[src/rtl/mem_port_arbiter.sv]
// Arbiter sharing one unified memory port between instruction fetch and data access.
// The winning request is registered and held on the bus until the memory acknowledges or the wait limit expires.
module mem_port_arbiter #(
  parameter int MAX_DATA_STREAK = 4,
  parameter int TIMEOUT_CYCLES  = 255
) (
  input  logic        clk,
  input  logic        rst,
  input  logic        if_req,
  input  logic [31:0] if_addr,
  output logic [31:0] if_rdata,
  output logic        if_done,
  input  logic        d_req,
  input  logic        d_we,
  input  logic [31:0] d_addr,
  input  logic [31:0] d_wdata,
  input  logic [3:0]  d_wmask,
  output logic [31:0] d_rdata,
  output logic        d_done,
  output logic        err,
  output logic        mem_valid,
  output logic        mem_we,
  output logic [31:0] mem_addr,
  output logic [31:0] mem_wdata,
  output logic [3:0]  mem_wmask,
  input  logic        mem_ready,
  input  logic [31:0] mem_rdata,
  output logic        busy
);

  typedef enum logic [1:0] {IDLE, ACCESS, DONE} state_t;

  localparam logic [3:0] STREAK_MAX = 4'(MAX_DATA_STREAK);
  localparam logic [7:0] WAIT_LAST  = 8'(TIMEOUT_CYCLES - 1);

  state_t     state;
  logic [3:0] streak;
  logic [7:0] wait_cnt;
  logic       grant_d;
  logic       pick_d;
  logic       pick_if;

  // Data normally wins a tie; once it has won MAX_DATA_STREAK times in a row over a waiting fetch, fetch goes next.
  always_comb begin
    pick_d  = d_req && (!if_req || (streak != STREAK_MAX));
    pick_if = if_req && !pick_d;
  end

  always_ff @(posedge clk) begin
    if (rst) begin
      state     <= IDLE;
      streak    <= '0;
      wait_cnt  <= '0;
      grant_d   <= 1'b0;
      if_rdata  <= '0;
      d_rdata   <= '0;
      if_done   <= 1'b0;
      d_done    <= 1'b0;
      err       <= 1'b0;
      mem_valid <= 1'b0;
      mem_we    <= 1'b0;
      mem_addr  <= '0;
      mem_wdata <= '0;
      mem_wmask <= '0;
      busy      <= 1'b0;
    end else begin
      if_done <= 1'b0;
      d_done  <= 1'b0;
      err     <= 1'b0;
      case (state)
        IDLE: begin
          if (pick_d) begin
            grant_d   <= 1'b1;
            mem_valid <= 1'b1;
            mem_we    <= d_we;
            mem_addr  <= d_addr;
            mem_wdata <= d_wdata;
            mem_wmask <= d_wmask;
            busy      <= 1'b1;
            state     <= ACCESS;
            if (!if_req)
              streak <= '0;
            else if (streak != STREAK_MAX)
              streak <= streak + 4'd1;
          end else if (pick_if) begin
            grant_d   <= 1'b0;
            mem_valid <= 1'b1;
            mem_we    <= 1'b0;
            mem_addr  <= if_addr;
            mem_wdata <= '0;
            mem_wmask <= '0;
            busy      <= 1'b1;
            state     <= ACCESS;
            streak    <= '0;
          end
        end

        ACCESS: begin
          if (mem_ready) begin
            mem_valid <= 1'b0;
            state     <= DONE;
            if (grant_d) begin
              d_done <= 1'b1;
              if (!mem_we)
                d_rdata <= mem_rdata;
            end else begin
              if_done  <= 1'b1;
              if_rdata <= mem_rdata;
            end
          end else begin
            wait_cnt <= wait_cnt + 8'd1;
            // Abort on the cycle the wait count would reach the limit; loads and fetches return zero.
            if (wait_cnt == WAIT_LAST) begin
              mem_valid <= 1'b0;
              state     <= DONE;
              err       <= 1'b1;
              if (grant_d) begin
                d_done <= 1'b1;
                if (!mem_we)
                  d_rdata <= '0;
              end else begin
                if_done  <= 1'b1;
                if_rdata <= '0;
              end
            end
          end
        end

        DONE: begin
          wait_cnt <= '0;
          busy     <= 1'b0;
          state    <= IDLE;
        end

        default: begin
          mem_valid <= 1'b0;
          wait_cnt  <= '0;
          busy      <= 1'b0;
          state     <= IDLE;
        end
      endcase
    end
  end

endmodule
[config.mk]
export PLATFORM = sky130hd
export DESIGN_NAME = mem_port_arbiter
export DESIGN_NICKNAME = d
export VERILOG_FILES = /design/src/rtl/mem_port_arbiter.sv
export SDC_FILE = /design/constraint.sdc
export NUM_CORES = 1
export LEC_CHECK = 0
export BUFFER_PORTS_ARGS = -buffer_cell sky130_fd_sc_hd__buf_2
export CAP_MARGIN = 0
export CORE_MARGIN = 5
export CORE_UTILIZATION = 42
export DETAILED_ROUTE_END_ITERATION = 6
export PLACE_DENSITY = 0.75
export REMOVE_ABC_BUFFERS = 1
export SYNTH_ARGS = -nofsm -noshare
export SYNTH_HDL_FRONTEND = slang
export SYNTH_SLANG_ARGS = --single-unit
[constraint.sdc]
create_clock -name clk -period 4.45 [get_ports clk]
set_input_delay 0 -clock clk [delete_from_list [all_inputs] [get_ports clk]]
set_output_delay 0 -clock clk [all_outputs]
set_load 0.01 [all_outputs]
==> metrics.md, run 1 <==
| Metric | Value |
|---|---|
| Status | completed |
| Final setup skew | ~0.011 ns |
| Synth-to-layout area growth | 53.0% |
| Syn avg cell area | 8.76 um^2 |
| CTS tree | built |
| Worst VDD drop | between 0.2 and 0.25 mV |
| Nets | between 1000 and 1500 |
| WL per Instance | between 15 and 20 um |
| Hold crit path type | in2reg |
| Mapped cell area | 6100 um^2 |
| Critical Path Fanout Max | 32 |
| Root cell of the clock tree | clkbuf_16 |
| DP HPWL | between 10000 and 15000 um |
| Vias in the first global route | 6591 |
| DRC Markers | 0 |
| Post-layout minimum cycle time | 2.85 ns |
| Hold path start | d_req |
| P_leak | roughly 0.0042 uW |
| Library cells used by synthesis | 45 |
| Slew headroom | 0.157 |
| Setup bufs post-CTS | 0 |
| Drt total wl | 21600 um |
| Number of port buffers | 275 |
| First-pass GRT wire length | 32900 um |
| Setup violators final | 0 |
| WP data arrival | ~3.2 ns |
| Worst-path clk slew | roughly 0.06 ns |
| Sink Count | 153 |
| Die H | about 130 um |
| Total die area | about 17000 um^2 |
| Sequential-to-total area share from yosys stat | 0.502 |
| Final Wtd Congestion | 0.803 |
| Final Hold Viols | 0 |
| Post-DP Area | between 7000 and 8000 um^2 |
| Transition time of the tightest slew-check pin | 1.26 ns |
| Cell Pwr Density | 377 nW/um^2 |
| Post-cts sizing count | 0 |
| Worst skew pair latency | slightly above 0.4 ns |
| Achievable clock frequency | 0.351 GHz |
| Largest net degree at the start of global routing | 95 |
| H-tree level count | 4 |
| Initial DRC Count | 536 |
| Tot GR Track Use | 0.242 |
| Crit path capture type | flip-flop |
| Initial antenna violation count | 0 |
| Reg2reg start | streak[0] |
| Final Cell Area | 9330 um^2 |
| Hold_buf cts | roughly 130 |
| Core ar. | 14400 um^2 |
| Number of synthesized register bits | between 150 and 200 |
| # IOs | 276 |
| Max_cap viols | 0 |
| Layout Utilization | 0.649 |
| RSZ-0062 raised after global routing | false |
| Routed vias | 6775 |
| FFs w/ async S/R, synth | 0 |
| WP data required | roughly 4.8 ns |
| Pre-antenna DRT Iters | 5 |
| Post-synth EDFFs | 0 |
| Final Slew Violations | 0 |
| GRT overflow | 0 |
| Layout cells sized above 1 | 0.320 |
| Tcrit/Tclk final | 0.640 |
| Gate count of the mapped netlist | 696 |
| CP startpoint | streak[0] |
| Initial Utilization | 0.424 |
| Average via count per standard cell | 5.36 |
| Startpoint Class | flip-flop |
| CTS buffer count | 17 |
| Detail Route Antenna Nets | 0 |
| CTS max path bufs | 2 |
| Top FF cell, synth | dfxtp_1 |
| Critical setup path kind | reg2reg |
| Std cell rows | between 40 and 50 |
| DIE WIDTH | approximately 130 um |
| Sum Neg Setup Slack | 0 ns |
| Synth warn | 0 |
-- final cells by class --
class / instances / area [um^2]
Antenna cell: 2 / 5.00
Clock inverter: 9 / 86.3
Fill cell: 1144 / 5040
Inverter: 4 / 15.0
Tap cell: 184 / 230
Sequential cell: 153 / 3060
Multi-Input combinational cell: 471 / 2650
Clock buffer: 23 / 498
Timing Repair Buffer: 417 / 2780
-- kinds of logic (layout without fill, tap and decap cells) --
family	Yosys count	in the layout	synth area share
DFF	153	153	0.502
adders and majority gates	4	4	0.00821
muxes	1	1	0.00164
and+or+nand+nor	211	211	0.158
buffers and inverters	72	453	0.0640
other	0	2	0
xor gates and xnor gates	7	7	0.0101
AOI/OAI and AO/OA	248	248	0.256
-- final timing paths --
check,endpoint,slack (ns),cells after the start
setup reg to reg,mem_addr[28],1.60,7
hold reg to reg,if_rdata[19],0.47,2
setup / recovery,mem_addr[28],1.60,7
hold / removal,streak[3],0.08,4
-- per-stage QoR --
step	hold slack, ns	setup WS [ns]	instances	total power (uW)
2_1_floorplan	0.0624	2.30	628	1750
3_3_place_gp	0.232	2.23	1096	1990
3_5_place_dp	0.243	2.19	1096	2000
4_1_cts	0.0661	1.75	1261	3520
5_1_grt	0.0989	1.43	1261	3660
6_report	0.0775	1.60	1263	3520
-- flip-flops by register name (all words and copies together) (netlist names) --
| name | flops |
|---|---|
| d_rdata | 32 |
| if_rdata | 32 |
| mem_addr | 32 |
| mem_wdata | 32 |
| wait_cnt | 8 |
| mem_wmask | 4 |
| streak | 4 |
| state | 2 |
| busy | 1 |
| d_done | 1 |
| err | 1 |
| grant_d | 1 |
| if_done | 1 |
| mem_valid | 1 |
| mem_we | 1 |
-- metal layers --
metal,vias to the layer above,routed length [um],track usage
met5,-,0,0
met4,0,1170,0.151
met3,88,1440,0.0585
met2,327,10900,0.409
met1,3167,8090,0.273
li1,3193,-,-
-- placed cells by master, fill, tap and decap left out, types with 3 or more instances in the layout --
cell | synthesis | final
a211oi_1 | 26 | 26
a211oi_2 | 8 | 8
a21oi_1 | 94 | 94
a21oi_2 | 7 | 7
a22oi_1 | 38 | 38
and3_1 | 3 | 3
buf_2 | 24 | 274
buf_4 | 13 | 10
clkbuf_16 | 0 | 17
clkbuf_8 | 0 | 5
clkinv_2 | 0 | 3
dfxtp_1 | 153 | 153
dlygate4sd3_1 | 0 | 133
ha_1 | 4 | 4
inv_1 | 4 | 4
nand2_1 | 39 | 39
nand3_1 | 65 | 65
nor2_1 | 83 | 83
nor2b_1 | 3 | 3
o2111ai_1 | 3 | 3
o21ai_0 | 28 | 28
o21ai_1 | 33 | 33
o21ai_2 | 7 | 6
xor2_1 | 6 | 6
-- critical path: stages (launching register included) --
cell,delay [ns]
dfxtp_1,0.35
inv_1,0.07
ha_1,0.20
nand4b_1,0.13
and2_1,0.91
a21oi_1,0.22
a211oi_1,0.32
dlygate4sd3_1,0.59
-- synth_stat cells, types with 13 or more instances --
cell type,instances,area [um^2]
buf_2,24,120
a21oi_1,94,470
buf_4,13,97.6
nor2_1,83,312
o21ai_0,28,140
nand2_1,39,146
a22oi_1,38,285
dfxtp_1,153,3060
nand3_1,65,325
a211oi_1,26,195
o21ai_1,33,165
clkbuf_1,23,86.3
-- power by group --
group          leakage, uW  internal (uW)  switching, uW
logic              0.00266            278            328
clock network     0.000286            847            568
registers          0.00125           1450           47.3
(Power assumes the default switching activity.)
==> run 2, diff against run 1 <==
--- a/config.mk
+++ b/config.mk
@@ -5,6 +5,7 @@
 export SDC_FILE = /design/constraint.sdc
 export NUM_CORES = 1
 export LEC_CHECK = 0
+export ABC_AREA = 1
 export BUFFER_PORTS_ARGS = -buffer_cell sky130_fd_sc_hd__buf_2
 export CAP_MARGIN = 0
 export CORE_MARGIN = 5
==> constraint.sdc (replaced) <==
create_clock -name clk -period 2.7 [get_ports clk]
set_input_delay 0 -clock clk [delete_from_list [all_inputs] [get_ports clk]]
set_output_delay 0 -clock clk [all_outputs]
set_load 0.01 [all_outputs]
==> run 2 against run 1 <==
- clock power grew 78%
- cell area increased by 0.27%
- critical path depth unchanged
- cell count up 8.7%
- global-route usage rose by 1.2 points
- hold slack gained 0.15 ns
- fmax up 21%
- first-iteration DRC count is 9.0% lower
- clock skew shrank 0.0044 ns
- clock-buffer cell count is 2 lower
- critical path type unchanged
- critical endpoint is now mem_addr[0]
==> metrics.md, run 2 <==
| Metric | Value |
|---|---|
| Status | completed |
| P_sw | about 1500 uW |
| Die H | 128 um |
| Setup violators final | 0 |
| Most frequent cells after synthesis | nand2_1, dfxtp_1, a21oi_1 |
| # IOs | 276 |
| Final Wtd Congestion | 0.859 |
| Average via count per standard cell | ~5 |
| Sw Share | 0.257 |
| Combinational share of power | 0.164 |
| Post-layout minimum cycle time | 2.36 ns |
| Fillcell total | 1040 |
| H-tree level count | 4 |
| Root cell of the clock tree | clkbuf_16 |
| Final Hold Viols | 0 |
| Initial antenna violation count | 0 |
| DRC Markers | 0 |
| Most frequent cell after synthesis | nand2_1 |
| Commonest non-fill, non-tap cell in the layout | nand2_1 |
| Critical-path cell list | nor2_1, o21ai_4, inv_2, buf_4, o21ai_0, a31oi_1, dlygate4sd3_1 |
| DIE WIDTH | 128 um |
| Hold path depth | 3 |
| Nets | 1321 |
| Synth warn | 0 |
| Worst skew pair latency | 0.42 ns |
| WP data required | 3.06 ns |
| Number of port buffers | between 200 and 300 |
| CTS buffer count | 17 |
| Drt total wl | 21200 um |
| Critical Path Fanout Max | 27 |
| Critical setup path kind | reg2reg |
| Initial DRC Count | 488 |
| First-pass GRT wire length | ~34000 um |
| Total die area | 16400 um^2 |
| WP data arrival | 2.72 ns |
| Tcrit/Tclk final | 0.873 |
| Std cell rows | 43 |
| Hold WS | 0.229 ns |
| Setup bufs post-CTS | 0 |
| Post-DP Area | 7350 um^2 |
| Post-synth EDFFs | 0 |
| Detail Route Antenna Nets | 0 |
| Worst-path clk slew | 0.06 ns |
| Largest net degree at the start of global routing | 60 |
| Top FF cell, synth | dfxtp_1 |
| Most frequent cells in the layout | nand2_1, buf_2, dfxtp_1, dlygate4sd3_1, a21oi_1 |
| Transition time of the tightest slew-check pin | 0.966 ns |
| Mapped cell area | 5860 um^2 |
| Worst VDD drop | approximately 0.43 mV |
| Crit-path max cell delay | 0.57 ns |
| Register area | 3060 um^2 |
| Multi-input logic area | 2440 um^2 |
| WL per Instance | around 15 um |
| Final setup skew | 0.00696 ns |
| GRT overflow | 0 |
| Int Power | 4440 uW |
| Cell Pwr Density | 640 nW/um^2 |
| P_leak | 0.00440 uW |
| Sequential-to-total area share from yosys stat | 0.523 |
| Library cells used by synthesis | 22 |
| Max_cap viols | 0 |
| Synth-to-layout area growth | 59.6% |
| FFs w/ async S/R, synth | 0 |
| Slew headroom | 0.355 |
| Vias in the first global route | between 6000 and 7000 |
| Initial Utilization | 0.426 |
| Leading post-synthesis cells by cell area | dfxtp_1, nand2_1, a21oi_1 |
| Gate count of the mapped netlist | between 700 and 800 |
| Syn avg cell area | roughly 7.4 um^2 |
| Tot GR Track Use | 0.253 |
| CP Depth | 7 |
| Final Slew Violations | 0 |
| CP bufs+invs | 3 |
| CTS tree | built |
| Number of synthesized register bits | 153 |
| Flop pwr share | 0.413 |
| Core ar. | 13800 um^2 |
| Crit path capture type | flip-flop |
| Hold crit path type | in2reg |
| Startpoint Class | flip-flop |
| Sink Count | 153 |
| Reg2Reg Depth | 7 |
| CTS max path bufs | 2 |
| Worst path top cell family by delay | buffers and inverters |
| Final Cell Area | 9350 um^2 |
| Routed vias | 6888 |
| Clock power frac | 0.423 |
| DP HPWL | 12200 um |
| Synth top area share | 0.523 |
| Layout cells sized above 1 | 0.273 |
| RSZ-0062 raised after global routing | false |
| Slowest stage cell, crit path | dlygate4sd3_1 |
| Dominant cell type by area after synthesis | dfxtp_1 |
| Achievable clock frequency | around 0.42 GHz |
| Pre-antenna DRT Iters | 6 |
-- run 2: what timing repair did --
item	4_1_cts	5_1_grt
endpoints found under the hold margin	140	0
endpoints found under the setup margin	0	1
gates resized for setup	0	1
hold buffers	136	0
-- run 2: routing by layer --
| metal | GRT usage | vias up | share of wire |
|---|---|---|---|
| li1 | - | 3343 | - |
| met4 | 0.158 | 0 | 0.054 |
| met3 | 0.0683 | 96 | 0.069 |
| met5 | 0 | - | 0 |
| met1 | 0.277 | 3124 | 0.37 |
| met2 | 0.434 | 325 | 0.50 |
-- run 2: metrics by stage --
step	util	setup WS (ns)	TNS, ns	total power, uW	std cells
finish	0.679	0.342	0	5980	1373
global route	0.679	0.122	0	6230	1372
CTS	0.679	0.344	0	5970	1372
detailed placement	0.534	0.749	0	3260	1204
global placement	0.534	0.822	0	3250	1204
floorplan	-	-0.162	-4.21	2860	736
-- run 2: path summary, 6_finish.rpt --
check,start,slack (ns),end
min,rst,0.23,mem_wdata[26]
max reg2reg,state[0],0.34,mem_addr[0]
min reg2reg,if_rdata[26],0.46,if_rdata[26]
max,state[0],0.34,mem_addr[0]
-- run 2: layout make-up --
cell class	instances	share of cell area
sequential	153	0.328
timing repair buffer	424	0.303
multi-input combinational	543	0.261
clock buffer	21	0.0492
tap	180	0.0241
clock inverter	11	0.0182
inverter	40	0.0161
antenna	1	0.000268
-- run 2: cells by family (layout without fill, tap and decap cells) --
family	after synthesis	count (layout)	synth area share
xor gates and xnor gates	3	3	0.00448
DFF	153	153	0.523
adders and majority gates	4	4	0.00854
and+or+nand+nor	353	353	0.236
buffers and inverters	93	496	0.0638
AOI/OAI and AO/OA	183	183	0.165
other	0	1	0
-- run 2: power by group through the flow --
| stage | logic (uW) | clock network, uW | registers (uW) |
|---|---|---|---|
| finish | 983 | 2530 | 2470 |
| global route | 1070 | 2680 | 2480 |
| CTS | 951 | 2560 | 2460 |
| detailed placement | 749 | 0 | 2510 |
| global placement | 742 | 0 | 2510 |
| floorplan | 291 | 0 | 2570 |
-- run 2: worst reg2reg max path: stages (launching register included) --
cell           delay [ns]
dfxtp_1              0.35
nor2_1               0.23
o21ai_4              0.10
inv_2                0.31
buf_4                0.34
o21ai_0              0.18
a31oi_1              0.23
dlygate4sd3_1        0.57
==> run 3, diff against run 2 <==
--- a/config.mk
+++ b/config.mk
@@ -5,13 +5,13 @@
 export SDC_FILE = /design/constraint.sdc
 export NUM_CORES = 1
 export LEC_CHECK = 0
-export ABC_AREA = 1
 export BUFFER_PORTS_ARGS = -buffer_cell sky130_fd_sc_hd__buf_2
 export CAP_MARGIN = 0
 export CORE_MARGIN = 5
 export CORE_UTILIZATION = 42
 export DETAILED_ROUTE_END_ITERATION = 6
 export PLACE_DENSITY = 0.75
+export RECOVER_POWER = 25
 export REMOVE_ABC_BUFFERS = 1
 export SYNTH_ARGS = -nofsm -noshare
 export SYNTH_HDL_FRONTEND = slang
==> run 3 against run 2 <==
- cell count shrank 7.8%
- fmax is 0.84% higher
- first-iteration DRC count rose by 64%
- non-clock buffer count decreased by 2
- clock-buffer cell count is 1 higher
- setup slack improved by 0.020 ns
- combinational power about the same
- sequential share of layout area is 0.13 points higher
- via count shrank 2.1%
- cell area decreased by 0.39%
- flip-flop and latch count stayed put
- critical endpoint is now mem_addr[18]
- highest routed layer unchanged
==> metrics.md, run 3 (synthesized netlist as in run 1, its figures left out) <==
| Metric | Value |
|---|---|
| Status | completed |
| P_sw | 1560 uW |
| Flop pwr share | 0.422 |
| Average via count per standard cell | 5.33 |
| Setup bufs post-CTS | 0 |
| Most frequent cells in the layout | buf_2, dfxtp_1, dlygate4sd3_1, a21oi_1, nor2_1 |
| CTS tree | built |
| Routed vias | 6746 |
| Reg2reg end | mem_addr[18] |
| Critical-path cell list | inv_1, ha_1, nand4b_1, and2_1, buf_4, a21oi_1, a211oi_1, dlygate4sd3_1 |
| Setup violators final | 0 |
| Hold crit path type | in2reg |
| # IOs | 276 |
| WL per Instance | 17.2 um |
| P_leak | 0.00393 uW |
| Slew headroom | 0.417 |
| Crit-path max cell delay | ~0.59 ns |
| DRC Markers | 0 |
| GRT overflow | 0 |
| Critical Path Fanout Max | 32 |
| Sum Neg Setup Slack | 0 ns |
| Post-DP Area | roughly 7500 um^2 |
| First-pass GRT wire length | 33500 um |
| Worst skew pair latency | 0.42 ns |
| H-tree level count | 4 |
| Number of port buffers | between 200 and 300 |
| Int Power | between 4000 and 5000 uW |
| Pre-antenna DRT Iters | 7 |
| CTS buffer count | 17 |
| Slowest stage cell, crit path | dlygate4sd3_1 |
| Reg2Reg Depth | 8 |
| Post-layout minimum cycle time | 2.34 ns |
| Root cell of the clock tree | clkbuf_16 |
| Clock power frac | 0.406 |
| Drt total wl | ~22000 um |
| Largest net degree at the start of global routing | 70 |
| Layout Utilization | 0.648 |
| Initial DRC Count | between 800 and 900 |
| Worst VDD drop | 0.391 mV |
| WP data arrival | about 2.7 ns |
| Overall power | 5840 uW |
| Sw Share | 0.268 |
| Die H | 130 um |
| CP bufs+invs | 3 |
| Max_cap viols | 0 |
| Tot GR Track Use | 0.246 |
| Crit path capture type | flip-flop |
| Post-route setup slack | 0.362 ns |
| RSZ-0062 raised after global routing | false |
| Vias in the first global route | 6705 |
| CP Capture Point | mem_addr[18] |
| Core ar. | 14400 um^2 |
| Final Slew Violations | 0 |
| Worst path top cell family by delay | buffers and inverters |
| CP Depth | 8 |
| Detail Route Antenna Nets | 0 |
| Total die area | 17000 um^2 |
| Reg2Reg Setup Slack | between 0.3 and 0.4 ns |
| Transition time of the tightest slew-check pin | 0.871 ns |
| Commonest non-fill, non-tap cell in the layout | buf_2 |
| Initial antenna violation count | 0 |
| Sink Count | 153 |
| Worst-path clk slew | about 0.060 ns |
| Cell Pwr Density | 627 nW/um^2 |
| CP startpoint | streak[0] |
| Synth-to-layout area growth | 52.8% |
| Std cell rows | 44 |
| N_diodes | 0 |
| Reg2reg start | streak[0] |
| Layout cells sized above 1 | 0.256 |
| Achievable clock frequency | 0.428 GHz |
| Initial Utilization | 0.424 |
| Nets | roughly 1200 |
| Final Hold Viols | 0 |
| Tcrit/Tclk final | 0.866 |
| Final Wtd Congestion | slightly above 0.8 |
| Final setup skew | around 0.010 ns |
| DIE WIDTH | 130 um |
| CTS max path bufs | 2 |
| Critical setup path kind | reg2reg |
| Post-cts sizing count | 0 |
| Final Cell Area | 9320 um^2 |
| Dpl ws | 0.811 ns |
| WP data required | 3.06 ns |
| Combinational share of power | 0.172 |
| DP HPWL | roughly 13000 um |
| Startpoint Class | flip-flop |
-- run 3: changes by cell type in the layout (fill, tap and decap cells not counted), moves of 18 or more --
cell      change
a211oi_1     +26
a21oi_1      -18
a22oi_1      +38
a31oi_1      -32
buf_2        -72
clkbuf_1     +72
inv_1        -35
nand2_1     -258
nand3_1      +39
nor2_1       +64
o21ai_1      +31
-- run 3: tightest hold or removal path: stages --
cell,delay [ns]
buf_2,0.13
o2111a_1,0.17
o21ai_0,0.08
a21oi_1,0.06
-- run 3: worst min-delay path by stage --
| stage | start | cells past startpoint | slack, ns | endpoint |
|---|---|---|---|---|
| after floorplan | rst | 1 | 0.06 | if_rdata[15] |
| after global placement | d_wdata[31] | 3 | 0.23 | mem_wdata[31] |
| after detailed placement | d_wdata[3] | 3 | 0.24 | mem_wdata[3] |
| after CTS | if_req | 4 | 0.06 | streak[2] |
| after global routing | d_req | 4 | 0.11 | grant_d |
| final | if_req | 4 | 0.08 | streak[3] |
-- run 3: final cells by class --
class,instances,area [um^2]
Clock buffer,22,474
Clock inverter,10,119
Fill cell,1128,5050
Inverter,4,15.0
Multi-Input combinational cell,471,2650
Sequential cell,153,3060
Tap cell,184,230
Timing Repair Buffer,422,2760
-- run 3: power by group through the flow --
stage	Clock (uW)	Sequential [uW]	Combinational (uW)
detailed placement	0	2500	805
global route	2500	2470	1090
CTS	2410	2460	995
floorplan	0	2560	329
global placement	0	2500	794
finish	2370	2460	1010
-- run 3: metrics by stage --
stage | hold slack (ns) | cells
floorplan | 0.0624 | 628
global placement | 0.232 | 1101
detailed placement | 0.243 | 1101
CTS | 0.0618 | 1266
global route | 0.107 | 1266
finish | 0.0806 | 1266
-- run 3: timing repair --
item                                    in CTS  in global routing
endpoints found under the setup margin       0                  0
hold buffers                               133                  0
endpoints found under the hold margin      133                  0
-- run 3: layer usage --
layer / track usage / wire, um / part of all wire / up-vias
li1: - / - / - / 3205
met1: 0.279 / 8150 / 0.37 / 3133
met2: 0.424 / 10900 / 0.50 / 323
met3: 0.0598 / 1580 / 0.072 / 85
met4: 0.139 / 1140 / 0.052 / 0
met5: 0 / 0 / 0 / -
